`src/rtl/nlfsr3_ctrl.sv`:
```
// Sequencer for an NLFSR3 keystream core: seed load, tweaked init rounds, then packed keystream output.
// Latency: first word OUT_W+1 cycles after RUN entry; stalls the NLFSR while a full word waits on ks_ready.
module nlfsr3_ctrl #(
    parameter int INIT_ROUNDS = 24,
    parameter int OUT_W       = 8
) (
    input  logic             clk,
    input  logic             rst,
    input  logic             start,
    input  logic             stop,
    input  logic [29:0]      seed,
    input  logic [4:0]       tk_in,
    output logic             load,
    output logic             init,
    output logic             nlfsr3_ce,
    output logic [4:0]       d3,
    output logic [4:0]       tk,
    input  logic             o_warbler,
    output logic [OUT_W-1:0] ks_data,
    output logic             ks_valid,
    input  logic             ks_ready,
    output logic             busy
);

    typedef enum logic [1:0] {ST_IDLE, ST_LOAD, ST_INIT, ST_RUN} state_t;

    state_t           state;
    logic [24:0]      seed_sr;
    logic [4:0]       tk_q;
    logic [2:0]       lcnt;
    logic [7:0]       rcnt;
    logic [OUT_W-1:0] col;
    logic [5:0]       cnt;

    logic             full;
    logic             xfer;
    logic [OUT_W-1:0] col_n;
    logic [5:0]       cnt_n;
    logic             vld_n;

    // Collector next-state: a word handover and a new bit can happen in the same cycle.
    always_comb begin
        full  = (cnt == 6'(OUT_W));
        xfer  = full && (!ks_valid || ks_ready);
        col_n = col;
        cnt_n = cnt;
        if (xfer) begin
            col_n = '0;
            cnt_n = 6'd0;
        end
        if (nlfsr3_ce) begin
            col_n = {col_n[OUT_W-2:0], o_warbler};
            cnt_n = cnt_n + 6'd1;
        end
        vld_n = xfer ? 1'b1 : (ks_ready ? 1'b0 : ks_valid);
    end

    always_ff @(posedge clk or posedge rst) begin
        if (rst) begin
            state     <= ST_IDLE;
            seed_sr   <= '0;
            tk_q      <= '0;
            lcnt      <= '0;
            rcnt      <= '0;
            col       <= '0;
            cnt       <= '0;
            load      <= 1'b0;
            init      <= 1'b0;
            nlfsr3_ce <= 1'b0;
            d3        <= '0;
            tk        <= '0;
            ks_data   <= '0;
            ks_valid  <= 1'b0;
            busy      <= 1'b0;
        end else if (stop) begin
            state     <= ST_IDLE;
            lcnt      <= '0;
            rcnt      <= '0;
            col       <= '0;
            cnt       <= '0;
            load      <= 1'b0;
            init      <= 1'b0;
            nlfsr3_ce <= 1'b0;
            d3        <= '0;
            tk        <= '0;
            ks_valid  <= 1'b0;
            busy      <= 1'b0;
        end else begin
            case (state)
                ST_IDLE: begin
                    if (start) begin
                        state     <= ST_LOAD;
                        seed_sr   <= seed[29:5];
                        tk_q      <= tk_in;
                        lcnt      <= '0;
                        load      <= 1'b1;
                        nlfsr3_ce <= 1'b1;
                        d3        <= seed[4:0];
                        busy      <= 1'b1;
                    end
                end
                ST_LOAD: begin
                    if (lcnt == 3'd5) begin
                        state <= ST_INIT;
                        rcnt  <= '0;
                        load  <= 1'b0;
                        d3    <= '0;
                        init  <= 1'b1;
                        tk    <= tk_q;
                    end else begin
                        lcnt    <= lcnt + 3'd1;
                        d3      <= seed_sr[4:0];
                        seed_sr <= seed_sr >> 5;
                    end
                end
                ST_INIT: begin
                    if (rcnt == 8'(INIT_ROUNDS - 1)) begin
                        state <= ST_RUN;
                        init  <= 1'b0;
                        tk    <= '0;
                        col   <= '0;
                        cnt   <= '0;
                    end else begin
                        rcnt <= rcnt + 8'd1;
                    end
                end
                ST_RUN: begin
                    col      <= col_n;
                    cnt      <= cnt_n;
                    ks_valid <= vld_n;
                    if (xfer) begin
                        ks_data <= col;
                    end
                    // Pause the NLFSR before a bit could arrive with nowhere to go.
                    nlfsr3_ce <= !((cnt_n == 6'(OUT_W)) && vld_n);
                end
                default: state <= ST_IDLE;
            endcase
        end
    end

endmodule

```
`config.mk`:
```
export PLATFORM = sky130hd
export DESIGN_NAME = nlfsr3_ctrl
export DESIGN_NICKNAME = d
export VERILOG_FILES = /design/src/rtl/nlfsr3_ctrl.sv
export SDC_FILE = /design/constraint.sdc
export NUM_CORES = 1
export LEC_CHECK = 0
export ABC_AREA = 1
export CAP_MARGIN = 20
export CORE_MARGIN = 2
export CORE_UTILIZATION = 30
export DETAILED_ROUTE_END_ITERATION = 10
export SYNTH_ARGS = -nofsm -noshare
export SYNTH_HDL_FRONTEND = slang
export SYNTH_SLANG_ARGS = --single-unit
```
`constraint.sdc`:
```
create_clock -name clk -period 8.1 [get_ports clk]
set_clock_uncertainty 0.2 [all_clocks]
set_input_delay 1.215 -clock clk [delete_from_list [all_inputs] [get_ports clk]]
set_output_delay 1.215 -clock clk [all_outputs]
set_load 0.02 [all_outputs]
```
==> impl_summary.txt, run 1 <==
----------------------------------------------------
[Critical path]
  Critical-path cell list ... clkdlybuf4s50_1
  Crit path buffers/inverters ... 1
  CP Launch Type ... register
  Critical Path Sink Type ... output port
  CP delay by family, top ... buffers and inverters
  Critical path's slowest cell ... clkdlybuf4s50_1
  Start-to-end type of the worst setup path ... register to output port
  Required arrival time at the worst endpoint ... 6680 ps
  Critical path peak fanout ... 16
  Arrival time at the worst endpoint ... 1720 ps
  Peak per-stage delay on the critical path ... 710 ps

[Status]
  Result of the run ... complete, no violations

[Power]
  IR Drop Worst-Case VDD ... 121 uV
  Static power due to leakage ... 0.00228 uW
  Pwr/cell area ... 301 nW/um2
  Total power after layout ... 1510 uW

[Cells and area]
  Layout Area Growth over Synthesis ... 27.8%
  Leading cell type in the layout, fill and taps excluded ... nand2_1
  Leading cell types in the layout, fill and taps excluded ... nand2_1 (109), dfrtp_1 (80), inv_1 (67)
  Fraction of layout instances using a drive strength above 1 ... a little under 7%
  Finished Cell Area ... 5030 um2
  Fin nets ... between 500 and 600
  Count of antenna diodes in the layout ... 0

[Synthesis]
  Cell types with the largest area share after synthesis ... dfrtp_1 (51%), nand2_1 (10%), o21ai_0 (7.6%)
  Mean instance size in the synthesized netlist ... a little over 8 um2
  Number of enable flip-flop cells after synthesis ... 0
  Fraction of the yosys area taken by sequential cells ... a little over 50%
  Yosys Warn Count ... 0
  Syn Inst Count ... between 400 and 500
  Post-synth design cell area ... 3930 um2
  Synthesis-stage register bit count ... 80
  Portion of synthesized cell area occupied by the leading cell type ... 50.9%
  Library cell with the largest summed area after synthesis ... dfrtp_1
  Synth Net Count ... 524
  Async set-reset flop share out of synthesis ... 100%
  Count of distinct cell types in the synthesized netlist ... 35
  Main synth FF type ... dfrtp_1

[Timing]
  Share of the clock period used by the worst path after layout ... 38.7%
  Shortest period the worst path allows ... between 3000 and 4000 ps
  Final count of pins violating max slew ... 0
  Setup repair after global routing missed its margin ... false
  Transition at the pin with the smallest max-transition slack ... ~900 ps
  Final Hold Viols ... 0
  Achievable frequency ... around 0.32 GHz
  Setup Viol. Count Final ... 0
  Sum of negative setup slack ... 0 ps
  Relative slew margins ... ~40%

[Routing]
  Detailed-route wire length ... 8660 um
  Routed vias/inst ... between 4 and 5
  Average detailed-routed wire length per instance ... 12.2 um
  Detailed Route Iter0 Violations ... 174
  DR vias ... 3297
  Antenna-violating nets left ... 0
  Drt drc ... 0
  Number of iterations in the first detailed-routing pass ... 5

[Global route]
  First-pass GRT wire length ... approximately 15000 um
  Largest net degree at the start of global routing ... a little over 80
  Total routing usage reported by global routing ... 13.2%
  Residual overflow from global routing ... 0
  Vias in the first global route ... 3216
  Initial antenna violation count ... 0

[CTS]
  Clk slew on worst S/H paths ... 60 ps
  Clock latency at the later pin of the worst-skew pair ... 330 ps
  Number of H-tree levels ... 3
  Buffers inserted by post-CTS timing repair ... 0
  Post-CTS Hold Fix Bufs ... 0
  Clk Tree Root Cell ... clkbuf_16
  Maximum count of clock buffers along a single path ... 2
  CTS sink count ... 80
  Clock tree from TritonCTS ... done
  Number of instances resized during post-cts repair ... 0
  CTS buffer count ... 9

[Place]
  Area after DPL ... between 4000 and 5000 um2
  Placed wire-length estimate ... 6100 um
  Final weighted congestion in routability-driven placement ... 0.821
  Number of buffers added on ports ... 63

[Floorplanning]
  Vert. Die Dim ... 118 um
  Floorplan Core Area ... 12700 um2
  Width of the die ... roughly 120 um
  Full die area ... 14000 um2
  I/O pin count ... 64
  Effective utilization at floorplan ... 30.9%
  Floorplan row count ... 41

[Min path]
  Class of the tightest hold or removal check ... register to register

[Job]
  Count of max-cap constraint violations ... 0

----------------------------------------------------
[metal layers]
metal / up-vias / part of all wire (%) / global-route usage (%)
li1: 1662 / - / -
met3: 11 / 6.0 / 4.25
met1: 1552 / 46 / 16.7
met2: 72 / 47 / 21.2
met4: 0 / 1.4 / 4.46
met5: - / 0 / 0
[area by class of cell]
| type | count | area [um2] |
|---|---|---|
| multi-input cells | 303 | 1550 |
| inverters | 76 | 287 |
| clock buffers | 10 | 239 |
| fillers | 1352 | 7690 |
| repair buffers | 66 | 666 |
| well taps | 172 | 215 |
| clock inverters | 4 | 70.1 |
| flip-flops and latches | 80 | 2000 |
[final timing paths]
| kind | from | endpoint | slack, ps | depth (start not counted) |
|---|---|---|---|---|
| max | nlfsr3_ce$_DFFE_PP0P_ | nlfsr3_ce | 4970 | 1 |
| min | ks_data[6]$_DFFE_PP0P_ | ks_data[6]$_DFFE_PP0P_ | 280 | 2 |
| max reg2reg | state[1]$_DFFE_PP0P_ | seed_sr[17]$_DFFE_PP0P_ | 5190 | 10 |
| min reg2reg | ks_data[6]$_DFFE_PP0P_ | ks_data[6]$_DFFE_PP0P_ | 280 | 2 |
| max in group asynchronous | rst | seed_sr[10]$_DFFE_PP0P_ | 5990 | 4 |
| min in group asynchronous | rst | ks_data[6]$_DFFE_PP0P_ | 1110 | 3 |
[logic make-up (layout without fill, tap and decap cells)]
group           count (synthesis)  after routing  share of synthesized area (%)
compound gates                113            113                           16.7
xor+xnor                        1              1                          0.223
fa+ha+maj                       9              9                           2.86
buf+inv                        91            156                           9.70
flops                          80             80                           50.9
mux                             2              2                          0.573
simple gates                  178            178                           19.0
[power breakdown]
part | switching (uW) | total (uW) | internal [uW]
registers | 58.1 | 574 | 515
logic | 323 | 514 | 191
clock network | 150 | 423 | 273
[cell usage after synthesis (2+ instances only)]
cell type and n:
o21ai_1 4, nand2_1 109, o31ai_1 2, clkbuf_1 4, mux2_2 2, ha_1 9, o22ai_1 6, o211ai_1 16
nor2_2 3, nor2_1 28, inv_1 68, o221ai_1 4, buf_2 5, buf_6 3, nand3_1 24, a31oi_1 5
nor3_1 5, nand2_2 3, dfrtp_1 80, inv_2 7, a21oi_1 11, buf_4 3, o21ai_0 60, nor2_4 2
[per-stage QoR]
step | cells | util (%) | worst slack (ps) | hold WS, ps
CTS | 710 | 39.4 | 4950 | 286
detailed placement | 696 | 36.9 | 4640 | 272
global placement | 696 | 36.9 | 4680 | 266
floorplan | 474 | - | 4630 | 269
finish | 711 | 39.5 | 4970 | 279
global route | 711 | 39.5 | 4760 | 300
[sequential cells by signal, summed over array words and instances, names as in the netlist, 2 cells and up]
register and count:
cnt 6, col 8, d3 5, ks_data 8
lcnt 3, rcnt 8, seed_sr 25, state 2
tk 5, tk_q 5
Power figures use the tool's default switching activity.
==> run 2, diff against run 1 <==
==> constraint.sdc (replaced) <==
create_clock -name clk -period 2.6 [get_ports clk]
set_clock_uncertainty 0.2 [all_clocks]
set_input_delay 0.39 -clock clk [delete_from_list [all_inputs] [get_ports clk]]
set_output_delay 0.39 -clock clk [all_outputs]
set_load 0.02 [all_outputs]
==> impl_summary.txt, run 2 (synthesis gave the netlist of run 1 again) <==
----------------------------------------------------
[Timing]
  Setup Viol. Count Final ... 0 (unchanged)
  Setup repair after global routing missed its margin ... false
  Transition at the pin with the smallest max-transition slack ... 538 ps (-364 ps)
  Share of the clock period used by the worst path after layout ... 89.0%
  Final count of pins violating max slew ... 0 (unchanged)
  Sum of negative setup slack ... 0 ps (unchanged)
  Relative slew margins ... 64.1% (+24 points)
  Achievable frequency ... 0.432 GHz
  Shortest period the worst path allows ... roughly 2300 ps
  Final Hold Viols ... 0 (unchanged)

[CTS]
  Clock tree from TritonCTS ... done
  Post-CTS Hold Fix Bufs ... 0 (unchanged)
  CTS sink count ... 80 (unchanged)
  Clk Tree Root Cell ... clkbuf_16
  CTS buffer count ... 9 (unchanged)
  Maximum count of clock buffers along a single path ... 2 (unchanged)
  Number of instances resized during post-cts repair ... 0 (unchanged)
  Clk slew on worst S/H paths ... 60 ps (about the same)
  Clock latency at the later pin of the worst-skew pair ... 330 ps (about the same)
  Buffers inserted by post-CTS timing repair ... 0 (unchanged)
  Number of H-tree levels ... 3 (unchanged)

[Critical path]
  Peak per-stage delay on the critical path ... 710 ps (about the same)
  CP delay by family, top ... buffers and inverters
  Required arrival time at the worst endpoint ... 2010 ps (-4670 ps)
  Critical-path cell list ... clkdlybuf4s50_1
  Crit path buffers/inverters ... 1 (unchanged)
  Critical Path Sink Type ... output port
  Reg-to-reg setup timing slack ... 290 ps (-4900 ps)
  Start of the worst register-to-register path ... state[1]$_DFFE_PP0P_
  Start-to-end type of the worst setup path ... register to output port
  Worst setup path startpoint ... nlfsr3_ce$_DFFE_PP0P_
  Critical path's slowest cell ... clkdlybuf4s50_1
  Arrival time at the worst endpoint ... 1720 ps (about the same)
  CP Launch Type ... register
  Critical path peak fanout ... 16 (unchanged)

[Global route]
  Total routing usage reported by global routing ... 13.2% (+0.039 points)
  Largest net degree at the start of global routing ... 66 (-19%)
  Residual overflow from global routing ... 0 (unchanged)
  First-pass GRT wire length ... 15200 um (+0.27%)
  Vias in the first global route ... 3466 (+7.8%)
  Initial antenna violation count ... 0 (unchanged)

[Place]
  Final weighted congestion in routability-driven placement ... 0.832 (+1.4%)
  Placed wire-length estimate ... 6260 um (+2.6%)
  Number of buffers added on ports ... 63 (unchanged)
  Cell count after placement ... 700 (+0.57%)
  Area after DPL ... 4760 um2 (+1.2%)

[Status]
  Result of the run ... complete, no violations

[Cells and area]
  Post-Layout Cell Count ... 716 (+0.70%)
  Fraction of layout instances using a drive strength above 1 ... 7.54% (+0.67 points)
  Count of antenna diodes in the layout ... 0 (unchanged)
  Leading cell type in the layout, fill and taps excluded ... nand2_1
  Top register by number of flip-flops ... seed_sr
  Fin nets ... 589 (+0.51%)
  Leading cell types in the layout, fill and taps excluded ... nand2_1 (109), dfrtp_1 (80), inv_1 (67)
  Max FFs per register ... 25 (unchanged)
  Finished Cell Area ... 5080 um2 (+1.0%)
  Layout Area Growth over Synthesis ... 29.1%

[Floorplanning]
  Effective utilization at floorplan ... 30.9% (unchanged)
  Full die area ... 14000 um2 (unchanged)
  Vert. Die Dim ... 118 um (unchanged)
  Floorplan row count ... 41 (unchanged)
  Width of the die ... 118 um (unchanged)
  Floorplan Core Area ... 12700 um2 (unchanged)
  I/O pin count ... 64 (unchanged)

[Routing]
  Average detailed-routed wire length per instance ... 12.3 um (+0.84%)
  Drt drc ... 0 (unchanged)
  Number of iterations in the first detailed-routing pass ... 4 (-1)
  Detailed Route Iter0 Violations ... 140 (-20%)
  Detailed-route wire length ... 8790 um (+1.5%)
  Routed vias/inst ... 4.66 (+0.39%)
  Antenna-violating nets left ... 0 (unchanged)
  DR vias ... 3333 (+1.1%)

[Job]
  Count of max-cap constraint violations ... 0 (unchanged)

[Min path]
  Class of the tightest hold or removal check ... input port to asynchronous set/reset pin

[Power]
  Static power due to leakage ... 0.00229 uW (+0.52%)
  IR Drop Worst-Case VDD ... 432 uV (+260%)
  Pwr/cell area ... 942 nW/um2 (+210%)

----------------------------------------------------
-- run 2: cell count changes in the layout (fill, tap and decap cells not counted), sizes merged --
cell	change
buf	+3
clkbuf	+1
clkinv	-2
clkinvlp	+3
-- run 2: area by class of cell --
| type | instances | area [um2] |
|---|---|---|
| Fill cell | 1337 | 7640 |
| Sequential cell | 80 | 2000 |
| Multi-Input combinational cell | 303 | 1550 |
| Timing Repair Buffer | 69 | 701 |
| Inverter | 76 | 289 |
| Clock buffer | 11 | 243 |
| Tap cell | 172 | 215 |
| Clock inverter | 5 | 80.1 |
-- run 2: through the flow --
stage               utilization (%)  total power, uW  worst slack [ps]  hold WS, ps
floorplan                         -             2920               731          269
global placement               37.4             3420               220          265
detailed placement             37.4             3460               161          272
CTS                            39.9             4840               274          193
global route                   39.9             5150              35.0          216
finish                         39.9             4780               286          186
-- run 2: final timing paths --
kind,cells past startpoint,endpoint
worst max-delay path,1,nlfsr3_ce
min in group clk,2,ks_data[7]$_DFFE_PP0P_
max in group asynchronous,3,seed_sr[16]$_DFFE_PP0P_
worst min-delay path,2,ks_data[5]$_DFFE_PP0P_
worst min register to register,2,ks_data[7]$_DFFE_PP0P_
worst max register to register,12,rcnt[6]$_DFFE_PP0P_
-- run 2: layer usage --
metal  global-route usage, %  wire length (um)  vias to the layer above
met2                    23.0              4080                       75
met5                       0                 0                        -
met4                    4.84               125                        0
met3                    4.34               543                        9
li1                        -                 -                     1670
met1                    15.1              4040                     1579
-- run 2: power by group --
part	switching, uW	internal, uW	leakage, uW	total [uW]
sequential	173	1600	0.00104	1780
clock	499	866	0.000152	1370
combinational	1010	628	0.00110	1640
==> run 3, diff against run 2 <==
==> constraint.sdc (replaced) <==
create_clock -name clk -period 2.32 [get_ports clk]
set_clock_uncertainty 0.2 [all_clocks]
set_input_delay 0.348 -clock clk [delete_from_list [all_inputs] [get_ports clk]]
set_output_delay 0.348 -clock clk [all_outputs]
set_load 0.02 [all_outputs]
==> impl_summary.txt, run 3 (synthesis gave the netlist of run 1 again) <==
----------------------------------------------------
[Status]
  Result of the run ... complete, no violations

[Timing]
  Worst-case hold slack ... 142 ps (-44.3 ps)
  Share of the clock period used by the worst path after layout ... between 90% and 100%
  Transition at the pin with the smallest max-transition slack ... 435 ps (-104 ps)
  Worst path setup slack after routing ... 211 ps (-74.6 ps)
  Final Hold Viols ... 0 (unchanged)
  Sum of negative setup slack ... 0 ps (unchanged)
  Relative slew margins ... 71.0% (+6.8 points)
  Final count of pins violating max slew ... 0 (unchanged)
  Achievable frequency ... ~0.47 GHz
  Setup repair after global routing missed its margin ... false
  Setup Viol. Count Final ... 0 (unchanged)
  Shortest period the worst path allows ... about 2100 ps

[Routing]
  DR vias ... 3298 (-1.1%)
  Number of iterations in the first detailed-routing pass ... 4 (unchanged)
  Drt drc ... 0 (unchanged)
  Detailed Route Iter0 Violations ... 127 (-9.3%)
  Detailed-route wire length ... 8760 um (-0.31%)
  Antenna-violating nets left ... 0 (unchanged)
  Routed vias/inst ... 4.55 (-2.3%)
  Average detailed-routed wire length per instance ... 12.1 um (-1.5%)

[Critical path]
  CP delay by family, top ... buffers and inverters
  Arrival time at the worst endpoint ... 1560 ps (-160 ps)
  Start-to-end type of the worst setup path ... register to output port
  Critical path's slowest cell ... clkdlybuf4s50_1
  Required arrival time at the worst endpoint ... 1770 ps (-240 ps)
  Critical-path cell list ... clkdlybuf4s50_1
  CP Launch Type ... register
  Critical Path Sink Type ... output port
  Critical path peak fanout ... 16 (unchanged)
  Peak per-stage delay on the critical path ... 680 ps (-30 ps)
  Crit path buffers/inverters ... 1 (unchanged)

[Floorplanning]
  Effective utilization at floorplan ... 30.9% (unchanged)
  Full die area ... 14000 um2 (unchanged)
  Floorplan Core Area ... 12700 um2 (unchanged)
  Vert. Die Dim ... 118 um (unchanged)
  I/O pin count ... 64 (unchanged)
  Floorplan row count ... 41 (unchanged)
  Width of the die ... 118 um (unchanged)

[Cells and area]
  Layout Area Growth over Synthesis ... 31.8%
  Count of antenna diodes in the layout ... 0 (unchanged)
  Leading cell types in the layout, fill and taps excluded ... nand2_1 (109), dfrtp_1 (79), inv_1 (67)
  Fin nets ... 598 (+1.5%)
  Max FFs per register ... 25 (unchanged)
  Top register by number of flip-flops ... seed_sr
  Leading cell type in the layout, fill and taps excluded ... nand2_1
  Fraction of layout instances using a drive strength above 1 ... 9.22% (+1.7 points)

[Global route]
  Vias in the first global route ... 3338 (-3.7%)
  Largest net degree at the start of global routing ... 50 (-24%)
  Initial antenna violation count ... 0 (unchanged)
  Residual overflow from global routing ... 0 (unchanged)
  Total routing usage reported by global routing ... 13.2% (about the same)
  First-pass GRT wire length ... 15200 um (+0.27%)

[CTS]
  Clk Tree Root Cell ... clkbuf_16
  Number of H-tree levels ... 3 (unchanged)
  Clock latency at the later pin of the worst-skew pair ... 340 ps (about the same)
  CTS buffer count ... 9 (unchanged)
  Maximum count of clock buffers along a single path ... 2 (unchanged)
  Clock tree from TritonCTS ... done
  CTS sink count ... 80 (unchanged)
  Clk slew on worst S/H paths ... 60 ps (about the same)

[Place]
  Placed wire-length estimate ... 6410 um (+2.5%)
  Pre-CTS setup slack ... -56.9 ps (-218 ps)
  Final weighted congestion in routability-driven placement ... 0.796 (-4.4%)
  Number of buffers added on ports ... 63 (unchanged)

[Job]
  Count of max-cap constraint violations ... 0 (unchanged)

[Power]
  Pwr/cell area ... 1060 nW/um2 (+13%)
  Static power due to leakage ... 0.00235 uW (+2.8%)
  IR Drop Worst-Case VDD ... 414 uV (-4.2%)

[Min path]
  Class of the tightest hold or removal check ... input port to asynchronous set/reset pin

----------------------------------------------------
## run 3: final cells by class
class                           instances  area, um2
Inverter                               76        289
Timing Repair Buffer                   78        781
Tap cell                              172        215
Fill cell                            1323       7540
Multi-Input combinational cell        303       1550
Sequential cell                        80       2000
Clock buffer                           11        243
Clock inverter                          5        104
## run 3: layer usage
metal	routed length, um	share of wire (%)	vias to the layer above	track usage (%)
met3	578	6.6	14	4.49
met1	3940	45	1516	16.1
met2	4100	47	78	21.9
li1	-	-	1690	-
met5	0	0	-	0
met4	139	1.6	0	4.54
## run 3: through the flow
step	util (%)	cell area (um2)	cells	total power [uW]
final	40.7	5180	725	5510
after global routing	40.7	5180	725	5910
after CTS	40.7	5180	725	5580
after detailed placement	38.0	4840	709	3910
after global placement	38.0	4840	709	3860
after floorplan	-	3940	474	3270
## run 3: timing repair
item | in CTS | in global routing
setup buffers | 0 | 0
hold buffers | 0 | 0
gates resized for setup | 0 | 1
endpoints found under the setup margin | 0 | 1
## run 3: power by group
group	total, uW	switching, uW	internal, uW
Sequential	2000	200	1800
Clock	1640	554	1080
Combinational	1870	1140	733
Total	5510	1890	3610
## run 3: worst paths after layout
check | from | endpoint | slack, ps | depth (start not counted)
max in group asynchronous | rst | seed_sr[22]$_DFFE_PP0P_ | 1280 | 3
min in group clk | ks_data[3]$_DFFE_PP0P_ | ks_data[3]$_DFFE_PP0P_ | 280 | 2
worst min register to register | ks_data[3]$_DFFE_PP0P_ | ks_data[3]$_DFFE_PP0P_ | 280 | 2
worst min-delay path | rst | ks_valid$_DFFE_PP0P_ | 140 | 2
worst max register to register | state[1]$_DFFE_PP0P_ | rcnt[3]$_DFFE_PP0P_ | 230 | 12
worst max-delay path | nlfsr3_ce$_DFFE_PP0P_ | nlfsr3_ce | 210 | 1
